--- config.mk ---
export PLATFORM = sky130hd
export DESIGN_NAME = pipeline_1_operand_flat
export DESIGN_NICKNAME = d
export VERILOG_FILES = /design/src/rtl/kl_pipe_pkg.sv /design/src/rtl/pipeline_1_operand_if.sv /design/src/rtl/kl_regfile.sv /design/src/rtl/pipeline_1_operand.sv /design/src/flat_wrapper.sv
export SDC_FILE = /design/constraint.sdc
export NUM_CORES = 1
export LEC_CHECK = 0
export BUFFER_PORTS_ARGS = -buffer_cell sky130_fd_sc_hd__clkbuf_2
export CAP_MARGIN = 20
export CELL_PAD_IN_SITES_DETAIL_PLACEMENT = 0
export CELL_PAD_IN_SITES_GLOBAL_PLACEMENT = 2
export CORE_MARGIN = 2
export CORE_UTILIZATION = 37
export CTS_CLUSTER_SIZE = 14
export DETAILED_ROUTE_END_ITERATION = 12
export GPL_ROUTABILITY_DRIVEN = 0
export MAX_ROUTING_LAYER = met4
export PLACE_DENSITY_LB_ADDON = 0.1
export REMOVE_ABC_BUFFERS = 1
export SLEW_MARGIN = 40
export SYNTH_ARGS = -nofsm -noshare
export SYNTH_HDL_FRONTEND = slang
export SYNTH_SLANG_ARGS = --single-unit
export TNS_END_PERCENT = 30
--- constraint.sdc ---
create_clock -name clk -period 9.1 [get_ports clk]
set_input_delay 1.365 -clock clk [delete_from_list [all_inputs] [get_ports clk]]
set_output_delay 1.365 -clock clk [all_outputs]
set_load 0.005 [all_outputs]
--- src/rtl/kl_pipe_pkg.sv ---
// Shared definitions for the single-operand-fetch pipeline stage: control field
// offsets, instruction-type bit indices, register-file and scoreboard sizing.
package kl_pipe_pkg;

    localparam int NREG        = 8;
    localparam int REG_IDX_W   = 3;
    localparam int DATA_W      = 16;
    localparam int CNT_W       = 2;
    localparam int CTRL_W      = 22;
    localparam int INST_TYPE_W = 6;

    localparam logic [CNT_W-1:0] CNT_MAX = '1;

    // Control word layout: {opcode,PC,asel,bsel,loads,ALUop,shift,write,writenum}
    localparam int CTRL_OPCODE_LSB = 19;
    localparam int CTRL_PC_LSB     = 11;
    localparam int CTRL_ASEL       = 10;
    localparam int CTRL_BSEL       = 9;
    localparam int CTRL_LOADS      = 8;
    localparam int CTRL_ALUOP_LSB  = 6;
    localparam int CTRL_SHIFT_LSB  = 4;
    localparam int CTRL_WRITE      = 3;
    localparam int CTRL_WNUM_LSB   = 0;

    localparam int IT_LDR = 0;
    localparam int IT_STR = 1;
    localparam int IT_BL  = 2;
    localparam int IT_BX  = 3;
    localparam int IT_BLX = 4;
    localparam int IT_RSV = 5;

    localparam int USED_RD = 0;
    localparam int USED_RN = 1;
    localparam int USED_RM = 2;

    typedef enum logic [1:0] {
        OPND_A = 2'd0,
        OPND_B = 2'd1,
        OPND_C = 2'd2
    } opnd_e;

    typedef struct packed {
        logic [CTRL_W-1:0]      control;
        logic [DATA_W-1:0]      val_a;
        logic [DATA_W-1:0]      val_b;
        logic [DATA_W-1:0]      val_c;
        logic [DATA_W-1:0]      sximm;
        logic [INST_TYPE_W-1:0] inst_type;
    } stage_t;

    function automatic logic [REG_IDX_W-1:0] ctrl_writenum(input logic [CTRL_W-1:0] c);
        return c[CTRL_WNUM_LSB +: REG_IDX_W];
    endfunction

endpackage

--- src/rtl/pipeline_1_operand_if.sv ---
// Decode-side, execute-side and writeback signals of the operand stage.
// in_*/out_* follow valid/ready: a transfer happens on a rising edge where both are 1.
interface pipeline_1_operand_if;
    import kl_pipe_pkg::*;

    logic                   in_valid;
    logic                   in_ready;
    logic [CTRL_W-1:0]      control_in;
    logic [REG_IDX_W-1:0]   num_Rm;
    logic [REG_IDX_W-1:0]   num_Rn;
    logic [REG_IDX_W-1:0]   num_Rd;
    logic [2:0]             used_RmRnRd;
    logic [INST_TYPE_W-1:0] inst_type_in;
    logic [DATA_W-1:0]      sximm_in;

    logic                   wb_en;
    logic [REG_IDX_W-1:0]   wb_num;
    logic [DATA_W-1:0]      wb_data;
    logic                   flush;

    logic                   out_valid;
    logic                   out_ready;
    logic [CTRL_W-1:0]      control_out;
    logic [DATA_W-1:0]      val_A;
    logic [DATA_W-1:0]      val_B;
    logic [DATA_W-1:0]      val_C;
    logic [DATA_W-1:0]      sximm_out;
    logic [INST_TYPE_W-1:0] inst_type_out;

    modport slave (
        input  in_valid, control_in, num_Rm, num_Rn, num_Rd, used_RmRnRd,
               inst_type_in, sximm_in, wb_en, wb_num, wb_data, flush, out_ready,
        output in_ready, out_valid, control_out, val_A, val_B, val_C,
               sximm_out, inst_type_out
    );

    modport master (
        output in_valid, control_in, num_Rm, num_Rn, num_Rd, used_RmRnRd,
               inst_type_in, sximm_in, wb_en, wb_num, wb_data, flush, out_ready,
        input  in_ready, out_valid, control_out, val_A, val_B, val_C,
               sximm_out, inst_type_out
    );

endinterface

--- src/rtl/kl_regfile.sv ---
// 8x16 register file: async reset, one synchronous write port, three async read ports.
module kl_regfile
    import kl_pipe_pkg::*;
(
    input  logic                 clk,
    input  logic                 rst,
    input  logic                 we,
    input  logic [REG_IDX_W-1:0] waddr,
    input  logic [DATA_W-1:0]    wdata,
    input  logic [REG_IDX_W-1:0] raddr_a,
    input  logic [REG_IDX_W-1:0] raddr_b,
    input  logic [REG_IDX_W-1:0] raddr_c,
    output logic [DATA_W-1:0]    rdata_a,
    output logic [DATA_W-1:0]    rdata_b,
    output logic [DATA_W-1:0]    rdata_c
);

    logic [DATA_W-1:0] mem [NREG];

    always_ff @(posedge clk or posedge rst) begin
        if (rst) begin
            for (int i = 0; i < NREG; i++) mem[i] <= '0;
        end else if (we) begin
            mem[waddr] <= wdata;
        end
    end

    assign rdata_a = mem[raddr_a];
    assign rdata_b = mem[raddr_b];
    assign rdata_c = mem[raddr_c];

endmodule

--- src/rtl/pipeline_1_operand.sv ---
// Operand-fetch stage: scoreboarded register read with one output register.
// Define OPERAND_BYPASS_EN to forward same-cycle writeback data past a single pending write.
module pipeline_1_operand
    import kl_pipe_pkg::*;
(
    input  logic                   clk,
    input  logic                   rst,
    pipeline_1_operand_if.slave    bus,
    output logic [NREG*CNT_W-1:0]  dbg_sb
);

    logic [CNT_W-1:0]     cnt     [NREG];
    logic [CNT_W-1:0]     cnt_nxt [NREG];
    logic [REG_IDX_W-1:0] op_idx  [3];
    logic [DATA_W-1:0]    op_rf   [3];
    logic [DATA_W-1:0]    op_val  [3];
    logic [2:0]           op_used;
    logic                 hazard;
    logic                 accept;
    logic                 kill;
    logic                 out_valid_q;
    stage_t               stage_q;
    stage_t               stage_d;

    assign op_idx[OPND_A]  = bus.num_Rn;
    assign op_idx[OPND_B]  = bus.num_Rm;
    assign op_idx[OPND_C]  = bus.num_Rd;
    assign op_used[OPND_A] = bus.used_RmRnRd[USED_RN];
    assign op_used[OPND_B] = bus.used_RmRnRd[USED_RM];
    assign op_used[OPND_C] = bus.used_RmRnRd[USED_RD];

    kl_regfile u_regfile (
        .clk     (clk),
        .rst     (rst),
        .we      (bus.wb_en),
        .waddr   (bus.wb_num),
        .wdata   (bus.wb_data),
        .raddr_a (op_idx[OPND_A]),
        .raddr_b (op_idx[OPND_B]),
        .raddr_c (op_idx[OPND_C]),
        .rdata_a (op_rf[OPND_A]),
        .rdata_b (op_rf[OPND_B]),
        .rdata_c (op_rf[OPND_C])
    );

    always_comb begin
        hazard = 1'b0;
        for (int i = 0; i < 3; i++) begin
            op_val[i] = op_used[i] ? op_rf[i] : '0;
`ifdef OPERAND_BYPASS_EN
            if (op_used[i] && bus.wb_en && bus.wb_num == op_idx[i]) op_val[i] = bus.wb_data;
            if (op_used[i] && cnt[op_idx[i]] != '0 &&
                !(cnt[op_idx[i]] == CNT_W'(1) && bus.wb_en && bus.wb_num == op_idx[i]))
                hazard = 1'b1;
`else
            if (op_used[i] && cnt[op_idx[i]] != '0) hazard = 1'b1;
`endif
        end
        // A saturated counter cannot record another in-flight writer.
        if (bus.control_in[CTRL_WRITE] && cnt[ctrl_writenum(bus.control_in)] == CNT_MAX)
            hazard = 1'b1;
    end

    assign bus.in_ready = !hazard && (!out_valid_q || bus.out_ready);
    assign accept       = bus.in_valid && bus.in_ready;
    assign kill         = bus.flush && out_valid_q;

    // Increment, writeback and flush may all hit one register; sum then clamp.
    always_comb begin
        for (int r = 0; r < NREG; r++) begin
            int v;
            v = int'(cnt[r]);
            if (accept && bus.control_in[CTRL_WRITE] &&
                ctrl_writenum(bus.control_in) == REG_IDX_W'(r)) v = v + 1;
            if (bus.wb_en && bus.wb_num == REG_IDX_W'(r)) v = v - 1;
            if (kill && stage_q.control[CTRL_WRITE] &&
                ctrl_writenum(stage_q.control) == REG_IDX_W'(r)) v = v - 1;
            if (v < 0) v = 0;
            if (v > int'(CNT_MAX)) v = int'(CNT_MAX);
            cnt_nxt[r] = CNT_W'(v);
        end
    end

    always_comb begin
        stage_d           = '0;
        stage_d.control   = bus.control_in;
        stage_d.val_a     = op_val[OPND_A];
        stage_d.val_b     = op_val[OPND_B];
        stage_d.val_c     = op_val[OPND_C];
        stage_d.sximm     = bus.sximm_in;
        stage_d.inst_type = bus.inst_type_in;
    end

    always_ff @(posedge clk or posedge rst) begin
        if (rst) begin
            out_valid_q <= 1'b0;
            stage_q     <= '0;
            for (int r = 0; r < NREG; r++) cnt[r] <= '0;
        end else begin
            for (int r = 0; r < NREG; r++) cnt[r] <= cnt_nxt[r];
            if (accept) begin
                out_valid_q <= 1'b1;
                stage_q     <= stage_d;
            end else if (kill) begin
                out_valid_q <= 1'b0;
            end else if (out_valid_q && bus.out_ready) begin
                out_valid_q <= 1'b0;
            end
        end
    end

    assign bus.out_valid     = out_valid_q;
    assign bus.control_out   = stage_q.control;
    assign bus.val_A         = stage_q.val_a;
    assign bus.val_B         = stage_q.val_b;
    assign bus.val_C         = stage_q.val_c;
    assign bus.sximm_out     = stage_q.sximm;
    assign bus.inst_type_out = stage_q.inst_type;

    always_comb begin
        dbg_sb = '0;
        for (int r = 0; r < NREG; r++) dbg_sb[r*CNT_W +: CNT_W] = cnt[r];
    end

endmodule

--- src/flat_wrapper.sv ---
// flat-port wrapper written by rule: the top's interface ports become plain ports
module pipeline_1_operand_flat import kl_pipe_pkg::*;
  (clk, rst, dbg_sb, bus_in_valid, bus_control_in, bus_num_Rm, bus_num_Rn, bus_num_Rd, bus_used_RmRnRd, bus_inst_type_in, bus_sximm_in, bus_wb_en, bus_wb_num, bus_wb_data, bus_flush, bus_out_ready, bus_in_ready, bus_out_valid, bus_control_out, bus_val_A, bus_val_B, bus_val_C, bus_sximm_out, bus_inst_type_out);
  pipeline_1_operand_if bus_i ();
  input  logic clk;
  input  logic rst;
  output logic [NREG*CNT_W-1:0] dbg_sb;
  input wire logic [$bits(bus_i.in_valid)-1:0] bus_in_valid;
  input wire logic [$bits(bus_i.control_in)-1:0] bus_control_in;
  input wire logic [$bits(bus_i.num_Rm)-1:0] bus_num_Rm;
  input wire logic [$bits(bus_i.num_Rn)-1:0] bus_num_Rn;
  input wire logic [$bits(bus_i.num_Rd)-1:0] bus_num_Rd;
  input wire logic [$bits(bus_i.used_RmRnRd)-1:0] bus_used_RmRnRd;
  input wire logic [$bits(bus_i.inst_type_in)-1:0] bus_inst_type_in;
  input wire logic [$bits(bus_i.sximm_in)-1:0] bus_sximm_in;
  input wire logic [$bits(bus_i.wb_en)-1:0] bus_wb_en;
  input wire logic [$bits(bus_i.wb_num)-1:0] bus_wb_num;
  input wire logic [$bits(bus_i.wb_data)-1:0] bus_wb_data;
  input wire logic [$bits(bus_i.flush)-1:0] bus_flush;
  input wire logic [$bits(bus_i.out_ready)-1:0] bus_out_ready;
  output wire logic [$bits(bus_i.in_ready)-1:0] bus_in_ready;
  output wire logic [$bits(bus_i.out_valid)-1:0] bus_out_valid;
  output wire logic [$bits(bus_i.control_out)-1:0] bus_control_out;
  output wire logic [$bits(bus_i.val_A)-1:0] bus_val_A;
  output wire logic [$bits(bus_i.val_B)-1:0] bus_val_B;
  output wire logic [$bits(bus_i.val_C)-1:0] bus_val_C;
  output wire logic [$bits(bus_i.sximm_out)-1:0] bus_sximm_out;
  output wire logic [$bits(bus_i.inst_type_out)-1:0] bus_inst_type_out;
  assign bus_i.in_valid = bus_in_valid;
  assign bus_i.control_in = bus_control_in;
  assign bus_i.num_Rm = bus_num_Rm;
  assign bus_i.num_Rn = bus_num_Rn;
  assign bus_i.num_Rd = bus_num_Rd;
  assign bus_i.used_RmRnRd = bus_used_RmRnRd;
  assign bus_i.inst_type_in = bus_inst_type_in;
  assign bus_i.sximm_in = bus_sximm_in;
  assign bus_i.wb_en = bus_wb_en;
  assign bus_i.wb_num = bus_wb_num;
  assign bus_i.wb_data = bus_wb_data;
  assign bus_i.flush = bus_flush;
  assign bus_i.out_ready = bus_out_ready;
  assign bus_in_ready = bus_i.in_ready;
  assign bus_out_valid = bus_i.out_valid;
  assign bus_control_out = bus_i.control_out;
  assign bus_val_A = bus_i.val_A;
  assign bus_val_B = bus_i.val_B;
  assign bus_val_C = bus_i.val_C;
  assign bus_sximm_out = bus_i.sximm_out;
  assign bus_inst_type_out = bus_i.inst_type_out;
  pipeline_1_operand u_core (.clk(clk), .rst(rst), .bus(bus_i), .dbg_sb(dbg_sb));
endmodule
==> flow_metrics.env <==
export IMPL_hpwl_mm=30.47
export IMPL_grt_pass1_vias=12572
export IMPL_synth_edf_count=0
export IMPL_htree_levels=1
export IMPL_cts_root_buffer="clkbuf_16"
export IMPL_dieArea_sq_um=42060
export IMPL_synth_warnings=0
export IMPL_hold_violations=0
export IMPL_fmax_ghz=0.1828
export IMPL_p_switching_mw=1.523
export IMPL_drv_cap=0
export IMPL_busiest_layer="met2"
export IMPL_switching_share=0.3493
export IMPL_hp_class="reg2reg"
export IMPL_initial_core_util=0.3757
export IMPL_placed_area_sq_um=16290
export IMPL_clockPowerShare=0.279
export IMPL_antenna_found_initial=3
export IMPL_pre_cts_ws_ns=3.033
export IMPL_cp_start_kind="input pin"
export IMPL_clk_latency_ns=0.56
export IMPL_yosys_most_used_dff="dfrtp_1"
export IMPL_route_vias_total=12388
export IMPL_postCtsSetupRepairBufs=0
export IMPL_fp_dieW_um=205.1
export IMPL_setup_tns_ns=0
export IMPL_layout_common_cells="nand2_1, dfrtp_1, clkbuf_2"
export IMPL_p_per_area_nw_per_um2=251.7
export IMPL_final_period_utilization=0.6011
export IMPL_finalPower_mw=4.360
export IMPL_yosysSeqAreaShare=0.3964
export IMPL_cts_buffers=28
export IMPL_combPwrFrac=0.331
export IMPL_seqPwrFrac=0.390
export IMPL_port_buffers=190
export IMPL_setup_viol=0
export IMPL_drtAntennaViolNets=0
export IMPL_seqCellArea_sq_um=5931
export IMPL_finalWirelength_mm=47.62
export IMPL_drt_pass1_iter_count=5
export IMPL_period_minus_slack_ns=5.470
export IMPL_setup_ws_ns=3.630
export IMPL_route_detailed_drc=0
export IMPL_path_class="in2reg"
export IMPL_cts_hold_buf=0
export IMPL_relSlewSlack=0.4832
export IMPL_use_met2=0.3825
export IMPL_cts_tree="done"
export IMPL_flow_area_growth_from_synthesis_pct=15.78
export IMPL_status="completed"
export IMPL_crit_required_ns=9.55
export IMPL_layout_drive_gt1_share=0.2528
export IMPL_crit_fanout=49
export IMPL_worst_pin_slew_ns=0.7752
export IMPL_grt_overflow_total=0
export IMPL_viasPerCell=5.388
export IMPL_power_leakage_nw=8.133
export IMPL_worst_ep_arrival_time_ns=5.92
export IMPL_design_area_sq_um=17320
export IMPL_syn_area_sq_um=14960
export IMPL_post_route_util=0.4350
export IMPL_clkSinkCount=237
export IMPL_ys_seq_elements=237
export IMPL_vdd_drop_max_uv=177.8
export IMPL_first_iter_violations=879
export IMPL_wire_per_inst_um=20.71
export IMPL_fp_row_count=73
export IMPL_synthesis_instances=1624
export IMPL_clock_skew_ns=0.01000
export IMPL_syn_avg_cell_area_sq_um=9.213
export IMPL_die_h_um=205.1
export IMPL_final_common_cell="nand2_1"
export IMPL_core_area_sq_um=39820
export IMPL_grt_setup_unrepaired="false"
export IMPL_io_pins=191
export IMPL_nFillCells=3992
export IMPL_grt_use_total=0.2379
export IMPL_grt_pass1_wl_mm=74.13
export IMPL_intPower_mw=2.837
export IMPL_cts_resized=0
export IMPL_async_flop_share=1.000
export IMPL_grt_max_degree=149
export IMPL_use_met3=0.03007
export IMPL_clk_path_buf_depth=3
export IMPL_global_route_usage_met1=0.3208
export IMPL_ys_types=76
export IMPL_final_nets=1871
export IMPL_drv_slew=0
export IMPL_multi_input_area_sq_um=8443
export IMPL_endpoint_kind="flop"
export IMPL_path_clk_slew_ns=0.06
[routing by layer]
layer  share of wire  wire, um
met3           0.055      2627
met1            0.45     21580
met5               0         0
met4           0.022      1030
met2            0.47     22380
[cell type report]
class	instances	share of cell area
multi-input combinational	1247	0.4874
sequential	237	0.3424
antenna	2	0.0002889
clock inverter	12	0.009679
timing repair buffer	218	0.07028
tap	525	0.03792
inverter	18	0.004334
clock buffer	40	0.04774
[per-stage QoR]
stage          hold slack (ns)  cells
6_report                0.4697   2299
2_1_floorplan           0.4697   1502
3_3_place_gp            0.4560   2243
5_1_grt                 0.5002   2299
3_5_place_dp            0.4619   2244
4_1_cts                 0.4766   2296
[worst paths after layout]
| path | start | to | slack (ns) | cells after the start |
|---|---|---|---|---|
| min in group asynchronous | rst | u_core.bus.val_B[1] | 0.90 | 2 |
| setup / recovery | bus_num_Rn[0] | u_core.dbg_sb[3] | 3.63 | 14 |
| max in group asynchronous | rst | u_core.bus.val_B[9] | 6.97 | 4 |
| hold reg to reg | u_core.bus.control_out[18] | u_core.bus.control_out[18] | 0.47 | 2 |
| setup reg to reg | u_core.dbg_sb[6] | u_core.dbg_sb[3] | 4.31 | 13 |
| hold / removal | u_core.bus.control_out[18] | u_core.bus.control_out[18] | 0.47 | 2 |
[cells in the mapped netlist, types with 10 or more instances]
library cell	instances	share of area
nand2_1	646	0.16
dfrtp_1	237	0.40
mux4_2	98	0.15
clkbuf_1	78	0.020
o21ai_0	69	0.023
mux2_2	57	0.043
nor2_1	45	0.011
ha_1	40	0.033
nand3_1	31	0.010
a21oi_1	21	0.0070
nor3_1	21	0.0070
xnor2_1	20	0.012
inv_1	18	0.0045
buf_1	14	0.0035
buf_4	14	0.0070
a31oi_1	13	0.0054
and3_1	11	0.0046
mux2i_1	10	0.0067
or3_1	10	0.0042
[power groups by stage]
stage	Combinational, mW	Clock (mW)	Sequential [mW]
4_1_cts	1.46	1.26	1.70
2_1_floorplan	0.912	0	1.65
5_1_grt	1.64	1.29	1.76
3_3_place_gp	1.44	0	1.71
6_report	1.44	1.22	1.70
3_5_place_dp	1.45	0	1.72
[flip-flops by register name, summed over array words and instances, names as in the netlist]
signal,cells
u_core.bus.sximm_out,16
u_core.bus.val_B,16
u_core.bus.inst_type_out,6
u_core.bus.val_A,16
u_core.u_regfile.mem,128
u_core.dbg_sb,16
u_core.bus.control_out,22
u_core.bus.out_valid,1
u_core.bus.val_C,16
[cell families (layout without fill, tap and decap cells)]
logic type,count (synthesis),after routing,synth area share
AND/OR/NAND/NOR,840,840,0.2383
flip-flops,237,237,0.3964
AO/OA/AOI/OAI,176,176,0.07694
multiplexers,166,166,0.1981
buffers and inverters,140,288,0.04164
adder cells (fa/ha/maj),40,40,0.03345
XOR/XNOR,25,25,0.01514
other,0,2,0
[worst max-delay path, stage by stage]
cell	delay (ns)
clkbuf_2	0.08
buf_4	0.59
nor4b_1	0.31
o31ai_1	0.16
or4_1	0.51
buf_4	0.25
or3_4	0.64
or4_1	0.63
ha_1	0.37
xnor2_1	0.13
or3_1	0.30
o22ai_1	0.16
o211ai_1	0.13
o211a_1	0.23
Note: power is estimated with default switching activity, not from simulation.
